**config.mk**
```make
export PLATFORM = sky130hd
export DESIGN_NAME = tape_unit
export DESIGN_NICKNAME = d
export VERILOG_FILES = /design/src/rtl/tape_unit.sv
export SDC_FILE = /design/constraint.sdc
export NUM_CORES = 1
export LEC_CHECK = 0
export BUFFER_PORTS_ARGS = -buffer_cell sky130_fd_sc_hd__buf_2
export CAP_MARGIN = 20
export CORE_ASPECT_RATIO = 1.5
export CORE_UTILIZATION = 30
export CTS_BUF_LIST = sky130_fd_sc_hd__clkbuf_8
export CTS_CLUSTER_DIAMETER = 150
export DETAILED_ROUTE_END_ITERATION = 6
export SLEW_MARGIN = 15
export SYNTH_ARGS = -nofsm -noshare
export SYNTH_HDL_FRONTEND = slang
export SYNTH_SLANG_ARGS = --single-unit
```
**constraint.sdc**
```tcl
create_clock -name clk_in -period 3.5 [get_ports clk_in]
set_clock_uncertainty 0.2 [all_clocks]
set_input_delay 0.525 -clock clk_in [delete_from_list [all_inputs] [get_ports clk_in]]
set_output_delay 0.525 -clock clk_in [all_outputs]
set_load 0.01 [all_outputs]
```
**src/rtl/tape_unit.sv**
```systemverilog
`default_nettype none
// ============================================================================
//  Module   : tape_unit
//  Purpose  : Tape-machine execution unit. It holds the tape pointer,
//             applies pointer moves in a single cycle and runs
//             cell-modifying or cell-reading commands through a one-cycle
//             EXEC state. The tape memory is external, with a
//             combinational read and a synchronous write.
//  Revision : 1.0  initial release
// ----------------------------------------------------------------------------
//  Parameters
//    width_addr        tape address (pointer) width
//    width_data        tape cell width
//    width_cnt         repeat-count width
//  Ports
//    clk_in            sole clock, rising edge
//    reset_n_in        asynchronous active-low reset
//    cmd_valid_in      command offered
//    cmd_ready_out     command accepted this cycle (high only in IDLE)
//    cmd_op_in         0/7 NOP, 1 INC, 2 DEC, 3 RIGHT, 4 LEFT, 5 OUT, 6 IN
//    cmd_cnt_in        repeat count for INC/DEC/RIGHT/LEFT
//    io_data_in        value stored by IN
//    io_data_out       value read by the last OUT
//    io_valid_out      one-cycle pulse after OUT completes
//    mem_addr_out      tape address, always the pointer
//    mem_data_in       tape read data at mem_addr_out
//    mem_data_out      tape write data (zero when not writing)
//    mem_is_write_out  tape write strobe
//    cell_zero_out     current cell is zero (forced low during EXEC)
//    err_out           sticky pointer-wrap flag (TAPE_BOUNDS_ERR_EN only)
//  Configuration
//    TAPE_BOUNDS_ERR_EN  when defined, adds err_out and wrap detection
// ============================================================================
module tape_unit #(
   parameter int width_addr = 16,
   parameter int width_data = 16,
   parameter int width_cnt  = 8
) (
   input  logic                  clk_in,
   input  logic                  reset_n_in,
   input  logic                  cmd_valid_in,
   output logic                  cmd_ready_out,
   input  logic [2:0]            cmd_op_in,
   input  logic [width_cnt-1:0]  cmd_cnt_in,
   input  logic [width_data-1:0] io_data_in,
   output logic [width_data-1:0] io_data_out,
   output logic                  io_valid_out,
   output logic [width_addr-1:0] mem_addr_out,
   input  logic [width_data-1:0] mem_data_in,
   output logic [width_data-1:0] mem_data_out,
   output logic                  mem_is_write_out,
   output logic                  cell_zero_out
`ifdef TAPE_BOUNDS_ERR_EN
   ,
   output logic                  err_out
`endif
);

   // ------------------------------------------------------------------
   // Constants
   // ------------------------------------------------------------------
   localparam logic [0:0] c_ST_IDLE = 1'b0;
   localparam logic [0:0] c_ST_EXEC = 1'b1;

   localparam logic [2:0] c_OP_NOP0  = 3'd0;
   localparam logic [2:0] c_OP_INC   = 3'd1;
   localparam logic [2:0] c_OP_DEC   = 3'd2;
   localparam logic [2:0] c_OP_RIGHT = 3'd3;
   localparam logic [2:0] c_OP_LEFT  = 3'd4;
   localparam logic [2:0] c_OP_OUT   = 3'd5;
   localparam logic [2:0] c_OP_IN    = 3'd6;
   localparam logic [2:0] c_OP_NOP7  = 3'd7;

   // ------------------------------------------------------------------
   // State
   // ------------------------------------------------------------------
   logic [0:0]            state_q,    state_d;
   logic [width_addr-1:0] ptr_q,      ptr_d;
   logic [2:0]            op_q,       op_d;
   logic [width_cnt-1:0]  cnt_q,      cnt_d;
   logic [width_data-1:0] data_q,     data_d;
   logic [width_data-1:0] io_data_q,  io_data_d;
   logic                  io_valid_q, io_valid_d;

   logic                  accept;
   logic [width_addr-1:0] cnt_addr;   // count resized to the pointer width
   logic [width_data-1:0] cnt_data;   // latched count resized to the cell width

   assign cmd_ready_out = (state_q == c_ST_IDLE);
   assign accept        = cmd_valid_in && cmd_ready_out;

   // Casts zero-extend or truncate; either way the arithmetic below is
   // modulo the destination width, which is exactly the wrap behaviour.
   assign cnt_addr = width_addr'(cmd_cnt_in);
   assign cnt_data = width_data'(cnt_q);

`ifdef TAPE_BOUNDS_ERR_EN
   // Wrap detection is done one bit wider than the larger of pointer and
   // count so that the carry/borrow is visible for any parameterisation.
   localparam int c_WS = ((width_addr > width_cnt) ? width_addr : width_cnt) + 1;

   logic              err_q, err_d;
   logic [c_WS-1:0]   ptr_wide;
   logic [c_WS-1:0]   cnt_wide;
   logic [c_WS-1:0]   ptr_max_wide;
   logic              wrap_right;
   logic              wrap_left;

   assign ptr_wide     = c_WS'(ptr_q);
   assign cnt_wide     = c_WS'(cmd_cnt_in);
   assign ptr_max_wide = c_WS'({width_addr{1'b1}});
   assign wrap_right   = (ptr_wide + cnt_wide) > ptr_max_wide;
   assign wrap_left    = cnt_wide > ptr_wide;
   assign err_out      = err_q;
`endif

   // ------------------------------------------------------------------
   // Next-state logic
   // ------------------------------------------------------------------
   always_comb begin
      state_d    = state_q;
      ptr_d      = ptr_q;
      op_d       = op_q;
      cnt_d      = cnt_q;
      data_d     = data_q;
      io_data_d  = io_data_q;
      io_valid_d = 1'b0;
`ifdef TAPE_BOUNDS_ERR_EN
      err_d      = err_q;
`endif

      case (state_q)
         c_ST_IDLE: begin
            if (accept) begin
               case (cmd_op_in)
                  // Pointer moves complete at the accept edge so the
                  // unit can take a new command every cycle.
                  c_OP_RIGHT: begin
                     ptr_d = ptr_q + cnt_addr;
`ifdef TAPE_BOUNDS_ERR_EN
                     if (wrap_right) err_d = 1'b1;
`endif
                  end
                  c_OP_LEFT: begin
                     ptr_d = ptr_q - cnt_addr;
`ifdef TAPE_BOUNDS_ERR_EN
                     if (wrap_left) err_d = 1'b1;
`endif
                  end
                  c_OP_INC, c_OP_DEC, c_OP_OUT, c_OP_IN: begin
                     op_d    = cmd_op_in;
                     cnt_d   = cmd_cnt_in;
                     data_d  = io_data_in;
                     state_d = c_ST_EXEC;
                  end
                  c_OP_NOP0, c_OP_NOP7: begin
                     // Accepted and discarded.
                  end
                  default: begin
                  end
               endcase
            end
         end

         c_ST_EXEC: begin
            state_d = c_ST_IDLE;
            if (op_q == c_OP_OUT) begin
               io_data_d  = mem_data_in;
               io_valid_d = 1'b1;
            end
         end

         default: begin
            state_d = c_ST_IDLE;
         end
      endcase
   end

   // ------------------------------------------------------------------
   // Registers
   // ------------------------------------------------------------------
   always_ff @(posedge clk_in or negedge reset_n_in) begin
      if (!reset_n_in) begin
         state_q    <= c_ST_IDLE;
         ptr_q      <= '0;
         op_q       <= c_OP_NOP0;
         cnt_q      <= '0;
         data_q     <= '0;
         io_data_q  <= '0;
         io_valid_q <= 1'b0;
`ifdef TAPE_BOUNDS_ERR_EN
         err_q      <= 1'b0;
`endif
      end else begin
         state_q    <= state_d;
         ptr_q      <= ptr_d;
         op_q       <= op_d;
         cnt_q      <= cnt_d;
         data_q     <= data_d;
         io_data_q  <= io_data_d;
         io_valid_q <= io_valid_d;
`ifdef TAPE_BOUNDS_ERR_EN
         err_q      <= err_d;
`endif
      end
   end

   // ------------------------------------------------------------------
   // Memory write path. Decoded purely from the registered state, so an
   // asynchronous reset during EXEC drops the strobe at once and the
   // pending write never reaches the memory.
   // ------------------------------------------------------------------
   always_comb begin
      mem_is_write_out = 1'b0;
      mem_data_out     = '0;
      if (state_q == c_ST_EXEC) begin
         case (op_q)
            c_OP_INC: begin
               mem_is_write_out = 1'b1;
               mem_data_out     = mem_data_in + cnt_data;
            end
            c_OP_DEC: begin
               mem_is_write_out = 1'b1;
               mem_data_out     = mem_data_in - cnt_data;
            end
            c_OP_IN: begin
               mem_is_write_out = 1'b1;
               mem_data_out     = data_q;
            end
            default: begin
            end
         endcase
      end
   end

   assign mem_addr_out  = ptr_q;
   assign io_data_out   = io_data_q;
   assign io_valid_out  = io_valid_q;
   // Loop control must not see the pre-write value while a write is pending.
   assign cell_zero_out = (state_q == c_ST_IDLE) && (mem_data_in == '0);

endmodule
`default_nettype wire

```
# After elaboration in Yosys (flattened, before gate mapping)
# Cells that the tools add are included.
# Widths: inputs -> output; s select.
[classes] addsub=4 eq_ne=10 n_mux=10 n_bitwise=1 n_reduce_logical=9
[ops] op="$pmux 16 s3" count=1
[ops] op="$add 16x8->16" count=2
[ops] op="$pmux 16 s2" count=1
[ops] op="$sub 16x8->16" count=2
[ops] op="$logic_not 16->1" count=1
[ops] op="$mux 16" count=1
[ops] op="$eq 3x3->1 const B" count=5
[ops] op="$eq 3x2->1 const B" count=3
[ops] op="$eq 3x1->1 const B" count=2
[ops] op="$mux 1" count=6
[ops] op="$reduce_and 3->1" count=2
[ops] op="$reduce_or 4->1" count=1
[ops] op="$reduce_or 3->1" count=1
[ops] op="$logic_and 1x1->1" count=2
[ops] op="$pmux 1 s2" count=1
[ops] op="$reduce_and 2->1" count=1
[ops] op="$reduce_bool 2->1" count=1
[ops] op="$not 1->1" count=1
[totals] register_bits=61 inputBits=46 elab_cells=41

# Longest topological paths before layout
# Gate-level depths: netlist of the first run.
[logic_depth] word_depth=5 mapped_depth=13 ltp_nobuf=12

# Worst setup path before layout of the first run
# OpenSTA, ideal clock, no wires.
[synth_timing] path_kind="register -> output" start="reg cnt_q[5]" end="out mem_data_out[14]" t_arrival_ns=2.714 required_time_ns=2.775 path_slack_ns=0.061 stages_incl_launch_ff=11 cell_sequence="dfrtp_1 -> or3_1 -> nor3b_1 -> ha_1 -> mux2i_1 -> ha_1 -> o21ai_2 -> or3_1 -> a21oi_1 -> nor3_1 -> o31ai_2"
[synth_between] elab_chain_len=3 word_cells_on_any_way=4 classes_between="2 x add/sub; 2 x mux"
[synth_lines] item="start: declaration" line="80" rtl="logic [width_cnt-1:0] cnt_q, cnt_d;"
[synth_lines] item="start signal: assignment" line="198" rtl="cnt_q <= cnt_d;"
[synth_lines] item="$sub 16x8->16 / $add 16x8->16 (equally long branches)" line="224, 220"
[synth_lines] item="$pmux 16 s3 *" line="217" rtl="case (op_q)"
[synth_lines] item="$mux 16 *" line="216" rtl="if (state_q == c_ST_EXEC) begin"
[synth_lines] item="end: declaration" line="50" rtl="output logic [width_data-1:0] mem_data_out,"
# Mark *: on every way between the ends. The rest lies on a longest branch, timed or not.

# Worst setup path in the final report of the first run
[layout_timing] start="reg cnt_q[4]" end="out mem_data_out[14]"
# The elaborated chain is that of the path after synthesis.

==> results of run 1 <==
[flip-flops by register name, summed over array words and instances, names as in the netlist]
name          cells
data_q           16
state_q           1
io_valid_out      1
io_data_out      16
cnt_q             8
mem_addr_out     16
op_q              3
[final cells by class]
| class | count | area (um^2) | area share |
|---|---|---|---|
| multi-input combinational | 417 | 3060 | 0.493 |
| sequential | 61 | 1530 | 0.246 |
| timing repair buffer | 165 | 1030 | 0.165 |
| tap | 196 | 245 | 0.0395 |
| clock buffer | 12 | 165 | 0.0266 |
| clock inverter | 4 | 93.8 | 0.0151 |
| inverter | 23 | 86.3 | 0.0139 |
[cell usage in the layout (no fill, tap or decap), drive strengths merged, types with 6 or more instances in the layout]
master / n
mux2: 22
clkbuf: 12
nand2b: 9
inv: 24
dfrtp: 61
xor2: 9
o31ai: 8
nor3: 8
nand3: 9
o21a: 8
a21o: 17
nor4: 6
a21oi: 31
ha: 36
buf: 165
o21ai: 41
xnor2: 20
nor2b: 6
nor2: 31
nand2: 93
[worst max path at each step]
stage,slack (ns),cells past startpoint,endpoint,from
finish,-0.32,12,mem_data_out[14],cnt_q[4]
global route,-0.47,12,mem_data_out[15],cnt_q[4]
CTS,-0.29,11,mem_data_out[14],cnt_q[5]
detailed placement,-0.09,12,mem_data_out[14],cnt_q[5]
global placement,-0.002,12,mem_data_out[12],cnt_q[0]
floorplan,0.06,10,mem_data_out[14],cnt_q[5]
[worst max-delay path, stage by stage, from the launching register on]
cell and delay (ns):
sky130_fd_sc_hd__dfrtp_1 0.39, sky130_fd_sc_hd__or3_4 0.43, sky130_fd_sc_hd__nor3b_4 0.21, sky130_fd_sc_hd__buf_4 0.15
sky130_fd_sc_hd__a21o_1 0.15, sky130_fd_sc_hd__ha_4 0.23, sky130_fd_sc_hd__a21o_1 0.15, sky130_fd_sc_hd__a21o_1 0.19
sky130_fd_sc_hd__a21oi_2 0.18, sky130_fd_sc_hd__o21ai_2 0.09, sky130_fd_sc_hd__o21a_1 0.20, sky130_fd_sc_hd__o31ai_2 0.21
sky130_fd_sc_hd__buf_2 0.17
[cell families (layout without fill, tap and decap cells)]
logic type / count (synthesis) / count (layout)
fa+ha+maj: 38 / 38
buf+inv: 37 / 204
flops: 61 / 61
compound gates: 137 / 137
simple gates: 187 / 187
xor+xnor: 29 / 29
mux: 26 / 26
[through the flow]
step	instance area (um^2)	hold WS, ns
finish	6210	0.0695
global route	6210	0.122
CTS	6090	0.0857
detailed placement	5530	0.259
global placement	5530	0.255
floorplan	4500	0.0294
[power breakdown]
group	internal (mW)	switching, mW	total (mW)	leakage, nW
clock network	0.530	0.294	0.823	0.134
registers	0.965	0.197	1.16	0.734
logic	1.19	1.31	2.50	2.25
total	2.68	1.80	4.48	3.11
[what timing repair did]
| item | in CTS | in global routing |
|---|---|---|
| buffers inserted | 12 | 8 |
| endpoints found under the hold margin | 0 | 0 |
| setup endpoints to repair | 12 | 13 |
| resized for setup | 40 | 19 |
| pin swaps | 21 | 21 |
[routing by layer]
layer,vias up,wire [um],global-route usage
met5,-,0,0
met4,0,443,0.0776
met3,29,463,0.0299
met2,103,7730,0.347
met1,2099,5340,0.197
li1,2156,-,-
==> reports/results.md, run 1 <==
### Run status
• result of the run: finished, violations left
• violated checks: setup timing

### Final layout
• fraction of final layout cells with drive strength greater than 1: 0.368
• filler-free cell count of the finished design: 878
• Area growth syn-to-layout: 37.9%
• number of inserted diodes: 0
• Final Net Count: 761
• final core utilization: 0.425
• number of inserted filler cells in the final layout: 1512

### CTS
• CTS HTree Levels: 3
• Worst-Skew Late Latency: 0.34 ns
• hold bufs inserted after CTS: 0
• clock tree from TritonCTS: built
• Clock Path Buffers: 2
• clock slew at reported path FFs: 0.07 ns
• library cell used as clock root buffer: sky130_fd_sc_hd__clkbuf_8
• TritonCTS Buffers: 9
• number of clock sinks: 61

### Setup path
• Data required, critical path: 2.77 ns
• R2R setup slack: 1.04 ns
• Setup crit end kind: primary output
• Worst setup SP type: flip-flop
• critical path data arrival time: 3.09 ns
• Crit Path Category: flip-flop to primary output
• start of the worst register-to-register path: mem_addr_out[0]
• R2R cell count: 10
• highest net fanout along the worst path: 5
• worst reg2reg path endpoint: mem_addr_out[10]

### Synthesis
• area share of the leading cell type in the synthesized netlist: 0.339
• Post-synth ARST share: 1.00
• Post-Synth Adder-Cell Area: 0.109
• mean area per synthesized cell: 8.74 um^2
• synthesized net count: 599
• portion of netlist area occupied by mux cells: 0.0639
• count of distinct cell types in the synthesized netlist: 57
• synth warn: 0
• number of storage elements in the synthesis netlist: 61
• fraction of the mapped netlist area in simple logic gates: 0.191
• post-synthesis compound-gate area fraction: 0.206
• leading cell types by count after synthesis: sky130_fd_sc_hd__nand2_1, sky130_fd_sc_hd__dfrtp_1, sky130_fd_sc_hd__ha_1, sky130_fd_sc_hd__nor2_1, sky130_fd_sc_hd__o21ai_0
• cell area after technology mapping: 0.00450 mm^2
• gate count after technology mapping: 515
• leading register cell type out of synthesis: sky130_fd_sc_hd__dfrtp_1
• EDFF count, synth: 0
• top cell type by total area after synthesis: sky130_fd_sc_hd__dfrtp_1
• sequential-to-total area share from yosys stat: 0.339
• dominant cells by area after synthesis: sky130_fd_sc_hd__dfrtp_1, sky130_fd_sc_hd__ha_1, sky130_fd_sc_hd__nand2_1
• count leader, synth: sky130_fd_sc_hd__nand2_1
• dominant combinational cell family by area after synthesis: compound AO/OA/AOI/OAI gates
• synthesized-area fraction occupied by xor and xnor cells: 0.0564

### Power
• Power Total: 4.48 mW
• leakage power total: 3.11 nW
• Power per Cell Area: 722 mW/mm^2
• worst ir drop on vdd: 391 uV

### Floorplan
• effective utilization at floorplan: 0.308
• IO Pins: 98
• width of the chip: 102 um
• std cell rows: 54
• die outline area: 0.0155 mm^2
• Die Y: 152 um
• Core Footprint: 0.0146 mm^2

### Place
• total placed cells including tap cells: 843
• post-detailed-placement half-perimeter wirelength: 10.8 mm
• IO Port Bufs: 97
• worst slack at placement: -0.0935 ns
• last weighted congestion value of the routability-driven placer: 0.885

### Routing
• wire length after detailed routing: 14.0 mm
• DRC viols: 0
• Via density: 5.00
• count of TritonRoute iterations in the first routing pass: 4
• residual antenna-violating net count after detailed routing: 0
• Via Count: 4387
• wire length per cell after detailed routing: 15.9 um
• initial drt markers: 146

### Timing
• Setup Total Neg Slack: -2.52 ns
• final hold violation count: 0
• slew of the pin with the lowest slew margin: 0.817 ns
• final critical delay including setup and external delays: 3.82 ns
• worst slew margin relative to its limit: 0.455
• setup slack of the critical path after layout: -0.319 ns
• highest achievable clock rate: 262 MHz
• count of final max-slew check failures: 0
• fraction of the cycle the final worst path needs: 1.09
• unrepaired setup endpoints after global routing: true
• setup violation total in the final timing report: 11

### Run
• max-capacitance violation count: 0

### Global route
• global-route wire length before repair: 22.1 mm
• via count of the first global-routing pass: 4564
• initial antenna violation count: 0
• largest net degree at the start of global routing: 34
• global router's overall resource usage: 0.185
• overall overflow remaining after global route: 0

### Hold path
• hold crit path type: primary input to async pin

Power figures use the tool's default switching activity.
==> run 2: changes to the inputs <==
Settings changed: REMOVE_ABC_BUFFERS set to 1.
==> run 2 against run 1 <==
Fmax grew 0.15%; wire length grew 1.1%; register-to-register slack is essentially flat; the flow still finishes with violations (setup timing); sequential power is essentially flat; setup slack gained 0.0055 ns; critical path depth is the same; worst hold slack gained 0.13 ns; highest routed layer unchanged; combinational power shrank 2%; critical path type unchanged.
==> reports/results.md, run 2 (same netlist as run 1, synthesis figures left out) <==
### Power
• Power per Cell Area: 698 mW/mm^2, was 722 mW/mm^2
• leakage power total: 3.10 nW, was 3.11 nW
• worst ir drop on vdd: 404 uV, was 391 uV

### Final layout
• Area growth syn-to-layout: 38.2%, was 37.9%
• Final Net Count: 755, was 761
• number of inserted diodes: 0, unchanged
• fraction of final layout cells with drive strength greater than 1: 0.377, was 0.368
• commonest cells after routing, fill and taps aside: sky130_fd_sc_hd__buf_2, sky130_fd_sc_hd__nand2_1, sky130_fd_sc_hd__dfrtp_1, was sky130_fd_sc_hd__buf_2, sky130_fd_sc_hd__nand2_1, sky130_fd_sc_hd__buf_4
• most common library cell in the layout ignoring fill and taps: sky130_fd_sc_hd__buf_2, unchanged

### Place
• last weighted congestion value of the routability-driven placer: 0.914, was 0.885
• IO Port Bufs: 97, unchanged
• post-detailed-placement half-perimeter wirelength: 10.9 mm, was 10.8 mm

### CTS
• clock tree from TritonCTS: built, unchanged
• clock slew at reported path FFs: 0.09 ns, was 0.07 ns
• CTS HTree Levels: 3, unchanged
• Worst-Skew Late Latency: 0.35 ns, was 0.34 ns
• library cell used as clock root buffer: sky130_fd_sc_hd__clkbuf_8, unchanged
• TritonCTS Buffers: 9, unchanged
• number of clock sinks: 61, unchanged
• Clock Path Buffers: 2, unchanged

### Global route
• GR met3 Demand/Resource: 0.0386, was 0.0299
• global-route wire length before repair: 22.5 mm, was 22.1 mm
• overall overflow remaining after global route: 0, unchanged
• met2 Resource Use GR: 0.350, was 0.347
• initial antenna violation count: 0, unchanged
• most used routing layer: met2, unchanged
• global router's overall resource usage: 0.189, was 0.185
• via count of the first global-routing pass: 4524, was 4564
• largest net degree at the start of global routing: 41, was 34
• met1 demand-to-capacity share in global routing: 0.203, was 0.197

### Floorplan
• effective utilization at floorplan: 0.308, unchanged
• Core Footprint: 0.0146 mm^2, unchanged
• std cell rows: 54, unchanged
• Die Y: 152 um, unchanged
• IO Pins: 98, unchanged
• width of the chip: 102 um, unchanged
• die outline area: 0.0155 mm^2, unchanged

### Timing
• final hold violation count: 0, unchanged
• Setup Total Neg Slack: -2.38 ns, was -2.52 ns
• slew of the pin with the lowest slew margin: 0.558 ns, was 0.817 ns
• highest achievable clock rate: 262 MHz, about the same
• fraction of the cycle the final worst path needs: 1.09, about the same
• unrepaired setup endpoints after global routing: true, unchanged
• setup violation total in the final timing report: 11, unchanged
• count of final max-slew check failures: 0, unchanged
• worst slew margin relative to its limit: 0.628, was 0.455
• setup slack of the critical path after layout: -0.313 ns, was -0.319 ns
• final critical delay including setup and external delays: 3.81 ns, was 3.82 ns
• worst slack on hold paths: 0.199 ns, was 0.0695 ns

### Run status
• violated checks: setup timing, unchanged
• result of the run: finished, violations left, unchanged

### Run
• max-capacitance violation count: 0, unchanged

### Setup path
• cell with the largest stage delay on the worst path: sky130_fd_sc_hd__or4_4, was sky130_fd_sc_hd__or3_4
• Crit Path Category: flip-flop to primary output, unchanged
• highest net fanout along the worst path: 6, was 5
• Data required, critical path: 2.77 ns, about the same
• cell type with the highest occurrence count on the critical path: sky130_fd_sc_hd__buf_6, was sky130_fd_sc_hd__a21o_1
• Setup crit end kind: primary output, unchanged
• Worst setup SP type: flip-flop, unchanged
• largest incremental delay on the critical path: 0.54 ns, was 0.43 ns
• ordered list of cells on the worst path: buf_6 -> nor3_4 -> buf_6 -> a21oi_2 -> xnor2_1 -> ha_1 -> o21a_1 -> o21ai_4 -> a21oi_2 -> or4_4 -> nand3_2 -> buf_6, was or3_4 -> nor3b_4 -> buf_4 -> a21o_1 -> ha_4 -> a21o_1 -> a21o_1 -> a21oi_2 -> o21ai_2 -> o21a_1 -> o31ai_2 -> buf_2
• critical path data arrival time: 3.09 ns, about the same

### Routing
• residual antenna-violating net count after detailed routing: 0, unchanged
• initial drt markers: 221, was 146
• count of TritonRoute iterations in the first routing pass: 5, was 4
• Via Count: 4367, was 4387
• Via density: 5.01, was 5.00
• wire length per cell after detailed routing: 16.2 um, was 15.9 um
• wire length after detailed routing: 14.1 mm, was 14.0 mm
• DRC viols: 0, unchanged

### Hold path
• hold crit path type: primary input to flip-flop, was primary input to async pin

-- run 2: through the flow --
step / setup slack, ns / area (um^2) / power (mW) / instances / util
after floorplan: 0.0611 / 4430 / 2.49 / 501 / -
after global placement: -0.0200 / 5490 / 3.24 / 837 / 0.376
after detailed placement: -0.0797 / 5490 / 3.28 / 837 / 0.376
after CTS: -0.282 / 6080 / 4.27 / 867 / 0.417
after global routing: -0.405 / 6220 / 4.67 / 872 / 0.426
final: -0.313 / 6220 / 4.34 / 872 / 0.426
-- run 2: critical path, delay by kind of cell, from the launching register on --
| family | cells | cell delay [ns] |
|---|---|---|
| AO/OA/AOI/OAI | 4 | 0.65 |
| XOR/XNOR | 1 | 0.19 |
| adder cells (fa/ha/maj) | 1 | 0.28 |
| buffers and inverters | 3 | 0.38 |
| flip-flops | 1 | 0.39 |
| AND/OR/NAND/NOR | 3 | 0.86 |
-- run 2: what timing repair did --
item	in CTS	in global routing
endpoints found under the setup margin	13	13
pin swaps	27	13
gates resized for setup	48	22
cloned	0	0
setup buffers	14	5
hold endpoints to repair	21	0
hold buffers	1	0
-- run 2: per-layer routing --
| metal | part of all wire | routed length [um] |
|---|---|---|
| met5 | 0 | 0 |
| met1 | 0.38 | 5410 |
| met3 | 0.041 | 576 |
| met2 | 0.55 | 7720 |
| met4 | 0.031 | 433 |
-- run 2: worst paths after layout --
| kind | start | to | slack [ns] | depth (start not counted) |
|---|---|---|---|---|
| setup / recovery | cnt_q[0] | mem_data_out[8] | -0.31 | 12 |
| hold / removal | mem_data_in[15] | io_data_out[15] | 0.20 | 3 |
| setup reg to reg | mem_addr_out[0] | mem_addr_out[10] | 1.05 | 10 |
| hold reg to reg | io_data_out[15] | io_data_out[15] | 0.28 | 2 |
| max in group asynchronous | reset_n_in | io_data_out[1] | 1.67 | 3 |
| min in group asynchronous | reset_n_in | mem_addr_out[14] | 0.49 | 2 |
-- run 2: layout make-up --
| cell class | instances | area (um^2) |
|---|---|---|
| tap | 196 | 245 |
| clock inverter | 7 | 98.8 |
| inverter | 23 | 86.3 |
| fill | 1538 | 8370 |
| timing repair buffer | 159 | 973 |
| sequential | 61 | 1530 |
| clock buffer | 9 | 124 |
| multi-input combinational | 417 | 3170 |
-- run 2: where the power goes --
part	internal, mW	total, mW	switching [mW]
Sequential	0.963	1.16	0.195
Clock	0.404	0.717	0.312
Combinational	1.16	2.46	1.31
